[src/rtl/audio_dac_tx.sv]
// rtl/audio_dac_tx.sv - I2S stereo DAC transmitter fed by a stereo-pair FIFO.
// Optional macro AUDIO_DAC_TX_UNDERRUN_CNT_EN adds a saturating underrun_count output.
module audio_dac_tx #(
  parameter int DATA_WIDTH = 16,
  parameter int FIFO_DEPTH = 4
) (
  input  logic                  clk_clk,
  input  logic                  reset_reset_n,
  input  logic [DATA_WIDTH-1:0] sample_left,
  input  logic [DATA_WIDTH-1:0] sample_right,
  input  logic                  sample_valid,
  output logic                  sample_ready,
  input  logic                  audio_external_BCLK,
  input  logic                  audio_external_DACLRCK,
  output logic                  audio_external_DACDAT,
`ifdef AUDIO_DAC_TX_UNDERRUN_CNT_EN
  output logic [15:0]           underrun_count,
`endif
  output logic                  underrun
);

  localparam int AW = $clog2(FIFO_DEPTH);
  localparam int PW = AW + 1;
  localparam int CW = $clog2(DATA_WIDTH + 1);

  typedef enum logic [1:0] {ST_SYNC, ST_LEFT, ST_RIGHT} state_t;

  logic [1:0] bclk_sync_q;
  logic [1:0] lrck_sync_q;
  logic       bclk_dly_q;
  logic       lrck_dly_q;
  logic       bclk_fall;
  logic       lrck_fall;
  logic       lrck_rise;

  always_ff @(posedge clk_clk) begin
    if (!reset_reset_n) begin
      bclk_sync_q <= '0;
      lrck_sync_q <= '0;
      bclk_dly_q  <= 1'b0;
      lrck_dly_q  <= 1'b0;
    end else begin
      bclk_sync_q <= {bclk_sync_q[0], audio_external_BCLK};
      lrck_sync_q <= {lrck_sync_q[0], audio_external_DACLRCK};
      bclk_dly_q  <= bclk_sync_q[1];
      lrck_dly_q  <= lrck_sync_q[1];
    end
  end

  assign bclk_fall = bclk_dly_q & ~bclk_sync_q[1];
  assign lrck_fall = lrck_dly_q & ~lrck_sync_q[1];
  assign lrck_rise = ~lrck_dly_q & lrck_sync_q[1];

  // Entries are packed {left, right}; extra pointer bit separates full from empty.
  logic [2*DATA_WIDTH-1:0] mem_q [FIFO_DEPTH];
  logic [PW-1:0]           wr_ptr_q;
  logic [PW-1:0]           rd_ptr_q;
  logic                    fifo_full;
  logic                    fifo_empty;
  logic                    push;
  logic                    pop;
  logic [2*DATA_WIDTH-1:0] rd_data;

  assign fifo_empty   = (wr_ptr_q == rd_ptr_q);
  assign fifo_full    = (wr_ptr_q[PW-1] != rd_ptr_q[PW-1]) &&
                        (wr_ptr_q[AW-1:0] == rd_ptr_q[AW-1:0]);
  assign sample_ready = ~fifo_full;
  assign push         = sample_valid & ~fifo_full;
  assign pop          = lrck_fall & ~fifo_empty;
  assign rd_data      = mem_q[rd_ptr_q[AW-1:0]];

  always_ff @(posedge clk_clk) begin
    if (push) begin
      mem_q[wr_ptr_q[AW-1:0]] <= {sample_left, sample_right};
    end
  end

  always_ff @(posedge clk_clk) begin
    if (!reset_reset_n) begin
      wr_ptr_q <= '0;
      rd_ptr_q <= '0;
    end else begin
      if (push) wr_ptr_q <= wr_ptr_q + PW'(1);
      if (pop)  rd_ptr_q <= rd_ptr_q + PW'(1);
    end
  end

  state_t                state_q;
  logic [DATA_WIDTH-1:0] shift_q;
  logic [DATA_WIDTH-1:0] hold_q;
  logic [CW-1:0]         cnt_q;
  logic                  dacdat_q;
  logic                  underrun_q;
`ifdef AUDIO_DAC_TX_UNDERRUN_CNT_EN
  logic [15:0]           ucount_q;
`endif

  // LRCK edges take priority over a coincident BCLK strobe, which delays the MSB by one BCLK.
  always_ff @(posedge clk_clk) begin
    if (!reset_reset_n) begin
      state_q    <= ST_SYNC;
      shift_q    <= '0;
      hold_q     <= '0;
      cnt_q      <= '0;
      dacdat_q   <= 1'b0;
      underrun_q <= 1'b0;
`ifdef AUDIO_DAC_TX_UNDERRUN_CNT_EN
      ucount_q   <= '0;
`endif
    end else begin
      underrun_q <= 1'b0;
      if (lrck_fall) begin
        state_q <= ST_LEFT;
        cnt_q   <= CW'(DATA_WIDTH);
        if (fifo_empty) begin
          shift_q    <= '0;
          hold_q     <= '0;
          underrun_q <= 1'b1;
`ifdef AUDIO_DAC_TX_UNDERRUN_CNT_EN
          if (ucount_q != 16'hFFFF) ucount_q <= ucount_q + 16'd1;
`endif
        end else begin
          shift_q <= rd_data[2*DATA_WIDTH-1:DATA_WIDTH];
          hold_q  <= rd_data[DATA_WIDTH-1:0];
        end
      end else if (lrck_rise && state_q != ST_SYNC) begin
        state_q <= ST_RIGHT;
        shift_q <= hold_q;
        cnt_q   <= CW'(DATA_WIDTH);
      end else if (bclk_fall) begin
        if (cnt_q != '0) begin
          dacdat_q <= shift_q[DATA_WIDTH-1];
          shift_q  <= {shift_q[DATA_WIDTH-2:0], 1'b0};
          cnt_q    <= cnt_q - CW'(1);
        end else begin
          dacdat_q <= 1'b0;
        end
      end
    end
  end

  assign audio_external_DACDAT = dacdat_q;
  assign underrun              = underrun_q;
`ifdef AUDIO_DAC_TX_UNDERRUN_CNT_EN
  assign underrun_count        = ucount_q;
`endif

endmodule
[config.mk]
export PLATFORM = sky130hd
export DESIGN_NAME = audio_dac_tx
export DESIGN_NICKNAME = d
export VERILOG_FILES = /design/src/rtl/audio_dac_tx.sv
export SDC_FILE = /design/constraint.sdc
export NUM_CORES = 1
export LEC_CHECK = 0
export CORE_ASPECT_RATIO = 1.2
export CORE_UTILIZATION = 35
export DETAILED_ROUTE_END_ITERATION = 6
export PLACE_DENSITY = 0.63
export SLEW_MARGIN = 20
export SYNTH_ARGS = -nofsm -noshare
export SYNTH_HDL_FRONTEND = slang
export SYNTH_SLANG_ARGS = --single-unit
export TNS_END_PERCENT = 50
[constraint.sdc]
create_clock -name clk_clk -period 4.5 [get_ports clk_clk]
set_input_delay 1.35 -clock clk_clk [delete_from_list [all_inputs] [get_ports clk_clk]]
set_output_delay 1.35 -clock clk_clk [all_outputs]
set_load 0.02 [all_outputs]
==> impl_metrics.toml <==
[route]
drt.antenna.violating_nets = 0
via_count = 3546
wirelength_um = 12520
vias_per_cell = 4.918
first_pass_iters = 4
wl_per_cell_um = 17.36
post-route-drc-count = 0
dr.first_iter.drc_count = 224

[hold_path]
hold_start = "bclk_sync_q[0]"
worstHoldPathType = "flop to flop"

[power_and_ir_drop]
p_sw_share_pct = 21.33
p_leak_nw = 2.623
power_mw = 3.551
clkPwrFrac_pct = 40.8
combPwrFrac_pct = 5.5
power.switching_mw = 0.7575
p_int_mw = 2.794
power_density_nw_per_um2 = 431.9
vdd_drop_max_mv = 0.2649
pwr-share-seq_pct = 53.6

[global_routing]
grt_pass1_vias = 3735
grt_pass1_wl_um = 19990
grt_overflow = 0
antenna_found_initial = 0
grt_max_degree = 34
grt_use_total_pct = 13.48

[cts]
path_clk_slew_ns = 0.06
ctsResizeCount = 0
h-tree-depth = 4
worstSkewPairLatency_ns = 0.43
max-clock-path-buffers = 2
clkSinkCount = 183
postCtsSetupBuffers = 0
cts_tree = "yes"
clock-root-buffer = "clkbuf_16"
numCtsBuffers = 17
hold_buffers = 0

[critical_path]
reg2reg_setup_slack_ns = 2.43
endpoint = "sample_ready"
critical_path_class = "flop to output port"
cp.arrival_ns = 1.80
r2r-start = "wr_ptr_q[0]"
r2r_end = "mem_q[2][25]"
worstPathRequired_ns = 3.15
crit_fanout = 6
crit_start = "wr_ptr_q[0]"
startpoint_type = "flop"
critPathCaptureType = "output port"
r2r_cells = 4

[place]
portBuffers = 39
place_area_um2 = 7642
routabilityCongestion = 0.7809
hpwlAfterDp_um = 7544

[logic_synthesis]
synth_cells = 399
yosysWarnings = 0
synth_area_leaders = "edfxtp_1, dfxtp_1, mux4_2, o221ai_2, a22o_1"
synth_top_area_share_pct = 55.09
ys.flop_type = "edfxtp_1"
yosys.area.top_type = "edfxtp_1"
syn_area_per_cell_um2 = 17.49
synth-seq-cells = 183
syn_area_um2 = 6977
synth_edf_count = 128
yosysUniqueCellTypes = 45
syn_nets = 442
async_reset_ff_share_pct = 0
seq_area_frac_synth_pct = 70.88

[timing]
relSlewSlack_pct = 42.86
fin_crit_ns = 3.147
worst_slew_pin_slew_ns = 0.8570
setup_viol = 0
tns_ns = 0
fmax_mhz = 317.8
clock_skew_ns = 0.007558
period_share_pct = 69.92
hold_viol_final = 0
rsz0062_at_grt = "false"
finalMaxSlewViolations = 0

[finish]
fin_area_um2 = 8222
final_common_cell = "edfxtp_1"
final_cell_mix = "edfxtp_1, dfxtp_1, clkdlybuf4s50_1"
antenna_cells = 0
nets = 490
drive_gt1_share_pct = 22.17
area.growth.synth_to_final_pct = 17.84
nFillCells = 1757

[floorplanning]
die-area_um2 = 20500
core_um2 = 19550
start_util_pct = 35.69
core.rowCount = 56
ioPinCount = 40
die_y_um = 156.7
die_w_um = 130.9

[run]
maxCapViolCount = 0

[status]
outcome = "completed"
-- state kept, by name, summed over array words and instances (netlist names), named ones only --
register,flops
shift_q,16
bclk_sync_q,2
mem_q,128
lrck_dly_q,1
rd_ptr_q,3
bclk_dly_q,1
cnt_q,5
audio_external_DACDAT,1
state_q,2
hold_q,16
wr_ptr_q,3
lrck_sync_q,2
underrun,1
-- final cells by class --
type                            instances  area, um2  area share, %
Sequential cell                       183       4946          60.16
Multi-Input combinational cell        191       1893          23.03
Timing Repair Buffer                   47      450.4          5.479
Clock buffer                           18      429.2          5.220
Tap cell                              261      326.6          3.972
Clock inverter                         14      150.1          1.826
Inverter                                7      26.28         0.3196
-- metrics by stage --
stage	setup slack (ns)	std cells	utilization, %	hold WS (ns)
floorplan	1.590	399	-	0.4119
global placement	1.161	689	39.09	0.4302
detailed placement	1.065	689	39.09	0.4208
CTS	1.329	721	42.06	0.4452
global route	1.243	721	42.06	0.4759
finish	1.353	721	42.06	0.4431
-- Yosys cell counts, types with 3 or more instances --
cell type,number
xor2_1,3
nand3_1,7
o21ai_2,10
nor2_1,28
clkbuf_1,5
ha_1,6
o21ai_0,7
buf_2,8
mux4_2,32
o221ai_2,11
a31oi_1,3
inv_1,6
a22o_1,16
xnor2_1,5
edfxtp_1,128
dfxtp_1,55
and2_1,10
nand2_1,19
o221ai_1,5
-- critical path, stage by stage (launching register included) --
cell	delay, ns
dfxtp_1	0.38
xnor2_2	0.31
nand3_1	0.13
clkdlybuf4s50_1	0.55
-- cell families (layout without fill, tap and decap cells) --
family,Yosys count,in the layout,share of synthesized area [%]
mux,32,32,10.33
buf+inv,25,86,2.080
flops,183,183,70.88
xor+xnor,10,10,1.471
fa+ha+maj,6,6,1.076
compound gates,65,65,8.608
simple gates,78,78,5.559
-- routing by layer --
metal	GRT usage [%]	vias to the layer above	wire length, um
met1	16.10	1797	5338
met5	0	-	0
met3	3.350	17	435
li1	-	1666	-
met2	23.00	66	6522
met4	5.528	0	221
-- worst min-delay path by stage --
stage | end | cells after the start | slack, ns
2_1_floorplan | bclk_sync_q[1] | 1 | 0.41
3_3_place_gp | bclk_sync_q[1] | 1 | 0.43
3_5_place_dp | bclk_sync_q[1] | 1 | 0.42
4_1_cts | bclk_sync_q[1] | 1 | 0.45
5_1_grt | lrck_sync_q[1] | 1 | 0.48
6_report | bclk_sync_q[1] | 1 | 0.44
-- power groups by stage --
stage	combinational (mW)	sequential, mW	clock [mW]
after floorplan	0.119	1.93	0
after global placement	0.198	1.94	0
after detailed placement	0.202	1.94	0
after CTS	0.203	1.91	1.48
after global routing	0.216	1.91	1.54
final	0.197	1.90	1.45
(Power assumes the default switching activity.)
